**config.mk**
```make
export PLATFORM = sky130hd
export DESIGN_NAME = fixed_point_multiplier
export DESIGN_NICKNAME = d
export VERILOG_FILES = /design/src/rtl/fixed_point_multiplier.sv
export SDC_FILE = /design/constraint.sdc
export NUM_CORES = 1
export LEC_CHECK = 0
export CAP_MARGIN = 15
export CORE_ASPECT_RATIO = 0.5
export CORE_MARGIN = 2
export CORE_UTILIZATION = 58
export CTS_BUF_LIST = sky130_fd_sc_hd__clkbuf_4 sky130_fd_sc_hd__clkbuf_8
export DETAILED_ROUTE_END_ITERATION = 8
export PLACE_DENSITY = 0.87
export SLEW_MARGIN = 15
export SYNTH_ARGS = -nofsm -noshare
export SYNTH_HDL_FRONTEND = slang
export SYNTH_SLANG_ARGS = --single-unit
```
**constraint.sdc**
```tcl
create_clock -name clk -period 2.95 [get_ports clk]
set_input_delay 0.295 -clock clk [delete_from_list [all_inputs] [get_ports clk]]
set_output_delay 0.295 -clock clk [all_outputs]
set_load 0.02 [all_outputs]
```
**src/rtl/fixed_point_multiplier.sv**
```systemverilog
// Sequential shift-add unsigned fixed-point multiplier, one multiplier bit per clock.
// Product is truncated back to Q(W-FW).FW with an overflow flag on the discarded high bits.
module fixed_point_multiplier #(
   parameter int W  = 10,
   parameter int FW = 6
) (
   input  logic         clk,
   input  logic         rst,
   input  logic         start,
   input  logic         ld_a,
   input  logic         ld_b,
   input  logic [W-1:0] A,
   input  logic [W-1:0] B,
   output logic [W-1:0] q,
   output logic         ov,
   output logic         busy,
   output logic         done
);

   localparam int CW = (W > 1) ? $clog2(W) : 1;
   localparam logic [CW-1:0] LAST_CNT = CW'(W - 1);

   typedef enum logic [1:0] {
      ST_IDLE = 2'd0,
      ST_BUSY = 2'd1,
      ST_DONE = 2'd2
   } state_t;

   state_t          state_q, state_d;
   logic [W-1:0]    a_q, a_d;
   logic [W-1:0]    b_q, b_d;
   logic [2*W-1:0]  p_q, p_d;
   logic [CW-1:0]   cnt_q, cnt_d;
   logic [W-1:0]    q_q, q_d;
   logic            ov_q, ov_d;
   logic            busy_q, busy_d;
   logic            done_q, done_d;

   logic [W-1:0]    addend_s;
   logic [W:0]      sum_s;
   logic [2*W-1:0]  p_iter_s;

   // One shift-add step: conditional add into the upper half, then shift {carry, P} right.
   always_comb begin
      if (p_q[0]) begin
         addend_s = a_q;
      end else begin
         addend_s = {W{1'b0}};
      end
      sum_s    = {1'b0, p_q[2*W-1:W]} + {1'b0, addend_s};
      p_iter_s = {sum_s, p_q[W-1:1]};
   end

   // Next-state and datapath update; operands load only while not iterating.
   always_comb begin
      state_d = state_q;
      a_d     = a_q;
      b_d     = b_q;
      p_d     = p_q;
      cnt_d   = cnt_q;
      q_d     = q_q;
      ov_d    = ov_q;
      busy_d  = 1'b0;
      done_d  = 1'b0;
      case (state_q)
         ST_IDLE, ST_DONE: begin
            if (ld_a) begin
               a_d = A;
            end else begin
               a_d = a_q;
            end
            if (ld_b) begin
               b_d = B;
            end else begin
               b_d = b_q;
            end
            if (start) begin
               state_d = ST_BUSY;
               cnt_d   = {CW{1'b0}};
               p_d     = {{W{1'b0}}, b_d};
               busy_d  = 1'b1;
            end else begin
               state_d = ST_IDLE;
            end
         end
         ST_BUSY: begin
            p_d   = p_iter_s;
            cnt_d = cnt_q + {{(CW-1){1'b0}}, 1'b1};
            if (cnt_q == LAST_CNT) begin
               state_d = ST_DONE;
               q_d     = p_iter_s[W+FW-1:FW];
               ov_d    = |p_iter_s[2*W-1:W+FW];
               done_d  = 1'b1;
            end else begin
               busy_d  = 1'b1;
            end
         end
         default: begin
            state_d = ST_IDLE;
         end
      endcase
   end

   // State, operand and output registers.
   always_ff @(posedge clk or negedge rst) begin
      if (!rst) begin
         state_q <= ST_IDLE;
         a_q     <= {W{1'b0}};
         b_q     <= {W{1'b0}};
         p_q     <= {(2*W){1'b0}};
         cnt_q   <= {CW{1'b0}};
         q_q     <= {W{1'b0}};
         ov_q    <= 1'b0;
         busy_q  <= 1'b0;
         done_q  <= 1'b0;
      end else begin
         state_q <= state_d;
         a_q     <= a_d;
         b_q     <= b_d;
         p_q     <= p_d;
         cnt_q   <= cnt_d;
         q_q     <= q_d;
         ov_q    <= ov_d;
         busy_q  <= busy_d;
         done_q  <= done_d;
      end
   end

   assign q    = q_q;
   assign ov   = ov_q;
   assign busy = busy_q;
   assign done = done_q;

endmodule

```
# Word-level counts from Yosys, hierarchy flattened
# Index checks and enable logic that the tools add are counted.
# totals
word_cells	37
out_inout_bits	13
reg_bits	59
input_bits	25
# classes
n_mux	14
n_reduce_logical	7
n_addsub	2
n_eq_ne	5
# op_table
operator	count
$pmux W20 S2	1
$mux W10	2
$mux W20	1
$add A10 B10 Y11	1
$pmux W4 S2	1
$reduce_and A2 Y1	3
$mux W1	5
$add A4 B1 Y4 const B	1
$eq A4 B4 Y1 const B	1
$mux W4	1
$ne A2 B2 Y1 const B	2
$pmux W2 S2	1
$reduce_or A4 Y1	1
$eq A2 B1 Y1 const B	1
$eq A2 B2 Y1 const B	1
$logic_not A2 Y1	1
$mux W2	1
$pmux W1 S2	1
$reduce_bool A2 Y1	1
$reduce_or A2 Y1	1

# Depth between registers and ports, before layout
# logic_depth
word_depth	4
ltp_mapped	10
mapped_depth_nobuf	9

# Worst setup path after synthesis
# OpenSTA, ideal clock, no wires.
# synth_timing
kind	reg2reg
start	register p_q[0]
end	register ov_q, in the netlist ov
arrival_ps	2210
path_stages_with_launch	11
required_time_ps	2829
path_buffers	1
setup_time_ps	121
slack_ps	619
period_less_slack_ps	2331
cell_sequence	dfrtp_1 clkbuf_1 and2_1 ha_1 fa_1 a211oi_1 nor2_1 o22ai_2 mux2i_1 nand4_1 o22a_1
# synth_via
elab_chain_len	3
# synth_rtl
element	line_no	source
from (decl)	32	logic [2*W-1:0] p_q, p_d;
from (signal assigned)	110	p_q <= {(2*W){1'b0}};
from (signal assigned)	120	p_q <= p_d;
$mux W10	45	if (p_q[0]) begin
$add A10 B10 Y11	50	sum_s = {1'b0, p_q[2*W-1:W]} + {1'b0, addend_s};
$reduce_or A4 Y1	92	ov_d = |p_iter_s[2*W-1:W+FW];
to (signal assigned)	123	ov_q <= ov_d;
to (decl)	35	logic ov_q, ov_d;
# No other way between the ends.
# A chain may end at the register's enable or synchronous reset.

# Worst setup path in the final report
# Ends and elaborated chain as after synthesis.

==> flow_summary.yaml <==
critical_path:
  r2r_slack_ns: 0.40
  crit_required_ns: 3.18
  cp_max_fo: 11
  reg2regPathDepth: 9
  startpoint_type: "flip-flop"
  r2r_start: "p_q[0]$_DFFE_PN0P_"
  crit_type: "reg -> reg"
  r2r_end: "ov$_DFFE_PN0P_"
  end_kind: "flip-flop"
  critPathArrivalTime_ns: 2.79
placement:
  dp_hpwl_um: 4400
  place_inst: 389
  place_congestion: 0.904
  port_buffers: 37
global_route:
  grt_overflow: 0
  grt_pass1_vias: 2326
  antenna_found_initial: 0
  grt_pass1_wl_um: 10700
  grtUsageTotal: 0.232
  grt_max_degree: 45
floorplan:
  ios: 38
  start_util: 0.620
  design.die.area_um2: 6080
  rows: 18
  fp.dieH_um: 56.1
  core_um2: 5090
  die_w_um: 108
routing:
  drtIter0Drc: 100
  vias: 2308
  viasPerCell: 5.70
  post-route-drc-count: 0
  drt_first_pass_iters: 4
  drt-total-wl_um: 6450
  ant_nets: 0
  wire_per_inst_um: 15.9
power_and_ir_drop:
  vdd_ir_drop_max_uv: 483
  powerDensity_nw_per_um2: 1050
  leakage_nw: 1.72
yosys:
  synth_nets: 330
  synth.yosys.warnings: 0
  ys.flop_type: "dfrtp_1"
  synth_top_area_share: 0.468
  ys_seq_area_frac: 0.468
  avgSynthCellArea_um2: 10.8
  synthArstFlopShare: 1.00
  synth_top_cell_by_area: "dfrtp_1"
  yosysMostFrequentCell: "dfrtp_1"
  synth_area_um2: 3150
  postSynthCellCount: 292
  synth.distinct_cells: 43
  synth_edf_count: 0
  ys_ff_latch: 59
  synth_area_leaders: "dfrtp_1, mux2_2, nand2_1"
  synth_common_cells: "dfrtp_1, nand2_1, mux2_2"
clock_tree:
  cts_buffers: 9
  post-cts-setup-buffer-count: 0
  cts.sinks: 59
  postCtsResizedCells: 0
  cts_tree: "done"
  cts_root_buffer: "clkbuf_8"
  insertion_delay_ns: 0.35
  htree_levels: 3
  clk_pin_slew_ns: 0.06
  cts_max_path_buffers: 2
layout:
  fillers: 363
  final_core_util: 0.737
  area_delta_synth_final_pct: 18.9
  nets: 369
  fin_cells: 405
  layout-drive-gt1-share: 0.191
  antenna_cells: 0
status:
  status: "finished clean"
sta:
  worstMarginPinSlew_ns: 0.917
  maxSlewHeadroom: 0.387
  final.setup.tns_ns: 0
  period_share: 0.866
  finalSetupViolations: 0
  period_needed_ns: 2.55
  final-hold-violation-count: 0
  rsz0062_at_grt: "no"
  fmax_mhz: 392
  finalClockSkew_ns: 0.00747
  drv_slew: 0
min_path:
  holdCritPathClass: "in -> async"
job:
  maxCapViolCount: 0
kinds of logic after synthesis:
kind of cell               share of synthesized area
buffers and inverters                         0.0262
muxes                                          0.174
adders and majority gates                     0.0539
xor gates and xnor gates                      0.0278
DFF                                            0.468
and+or+nand+nor                                0.125
AOI/OAI and AO/OA                              0.125
critical path: stages, from the launching register on:
cell	delay, ns
dfrtp_1	0.48
and2_1	0.19
ha_1	0.20
fa_1	0.43
a211oi_1	0.23
nor2_1	0.10
o22ai_2	0.26
mux2i_1	0.22
nand4_1	0.13
o22a_1	0.20
per-layer routing:
metal / share of wire / track usage
met5: 0 / 0
met4: 0.018 / 0.0989
met3: 0.055 / 0.0831
met2: 0.48 / 0.363
met1: 0.45 / 0.293
flip-flops by register name, summed over array words and instances, names as in the netlist:
name     flops
busy         1
ov           1
b_q         10
a_q         10
q           10
p_q         20
done         1
cnt_q        4
state_q      2
worst max path at each step:
stage	start	endpoint	slack (ns)
6_report	p_q[0]$_DFFE_PN0P_	ov$_DFFE_PN0P_	0.40
5_1_grt	p_q[0]$_DFFE_PN0P_	ov$_DFFE_PN0P_	0.23
4_1_cts	p_q[0]$_DFFE_PN0P_	ov$_DFFE_PN0P_	0.40
3_5_place_dp	p_q[0]$_DFFE_PN0P_	ov$_DFFE_PN0P_	0.47
3_3_place_gp	p_q[0]$_DFFE_PN0P_	ov$_DFFE_PN0P_	0.55
2_1_floorplan	p_q[0]$_DFFE_PN0P_	ov$_DFFE_PN0P_	0.62
through the flow:
stage | power (mW) | worst slack (ns) | hold slack, ns | cell area (um^2)
2_1_floorplan | 2.78 | 0.619 | -0.000591 | 3150
5_1_grt | 4.22 | 0.227 | 0.411 | 3750
4_1_cts | 3.96 | 0.397 | 0.382 | 3750
6_report | 3.94 | 0.397 | 0.381 | 3750
3_3_place_gp | 3.18 | 0.551 | 0.216 | 3570
3_5_place_dp | 3.30 | 0.465 | 0.229 | 3570
cells in the final DEF (no fill, tap or decap), types with 4 or more instances in the layout:
cell type	count
ha_1	12
nand2_1	46
and2_1	11
o21ai_0	29
dfrtp_1	59
mux2i_1	11
clkdlybuf4s50_1	36
a21oi_1	4
mux2_2	39
inv_1	4
nor2b_1	4
xnor2_1	8
a22o_1	4
nor2_1	8
nand2b_1	6
clkbuf_8	10
buf_4	4
timing repair:
item                                   in CTS  in global routing
setup endpoints to repair                   0                  0
endpoints found under the hold margin      15                  0
hold buffers                                1                  0
area by class of cell:
| class | instances | area (um^2) | share of cell area |
|---|---|---|---|
| timing repair buffer | 42 | 405 | 0.108 |
| clock buffer | 12 | 153 | 0.0407 |
| sequential | 59 | 1480 | 0.394 |
| clock inverter | 3 | 15.0 | 0.00400 |
| inverter | 5 | 18.8 | 0.00500 |
| multi-input combinational | 214 | 1600 | 0.425 |
| tap | 70 | 87.6 | 0.0233 |
report_power, final:
part / internal, mW / leakage, nW / switching [mW]
sequential: 1.20 / 0.718 / 0.255
combinational: 0.927 / 0.906 / 0.924
clock: 0.337 / 0.0928 / 0.301
total: 2.46 / 1.72 / 1.48
No activity file was read; power rests on OpenSTA's default activity.
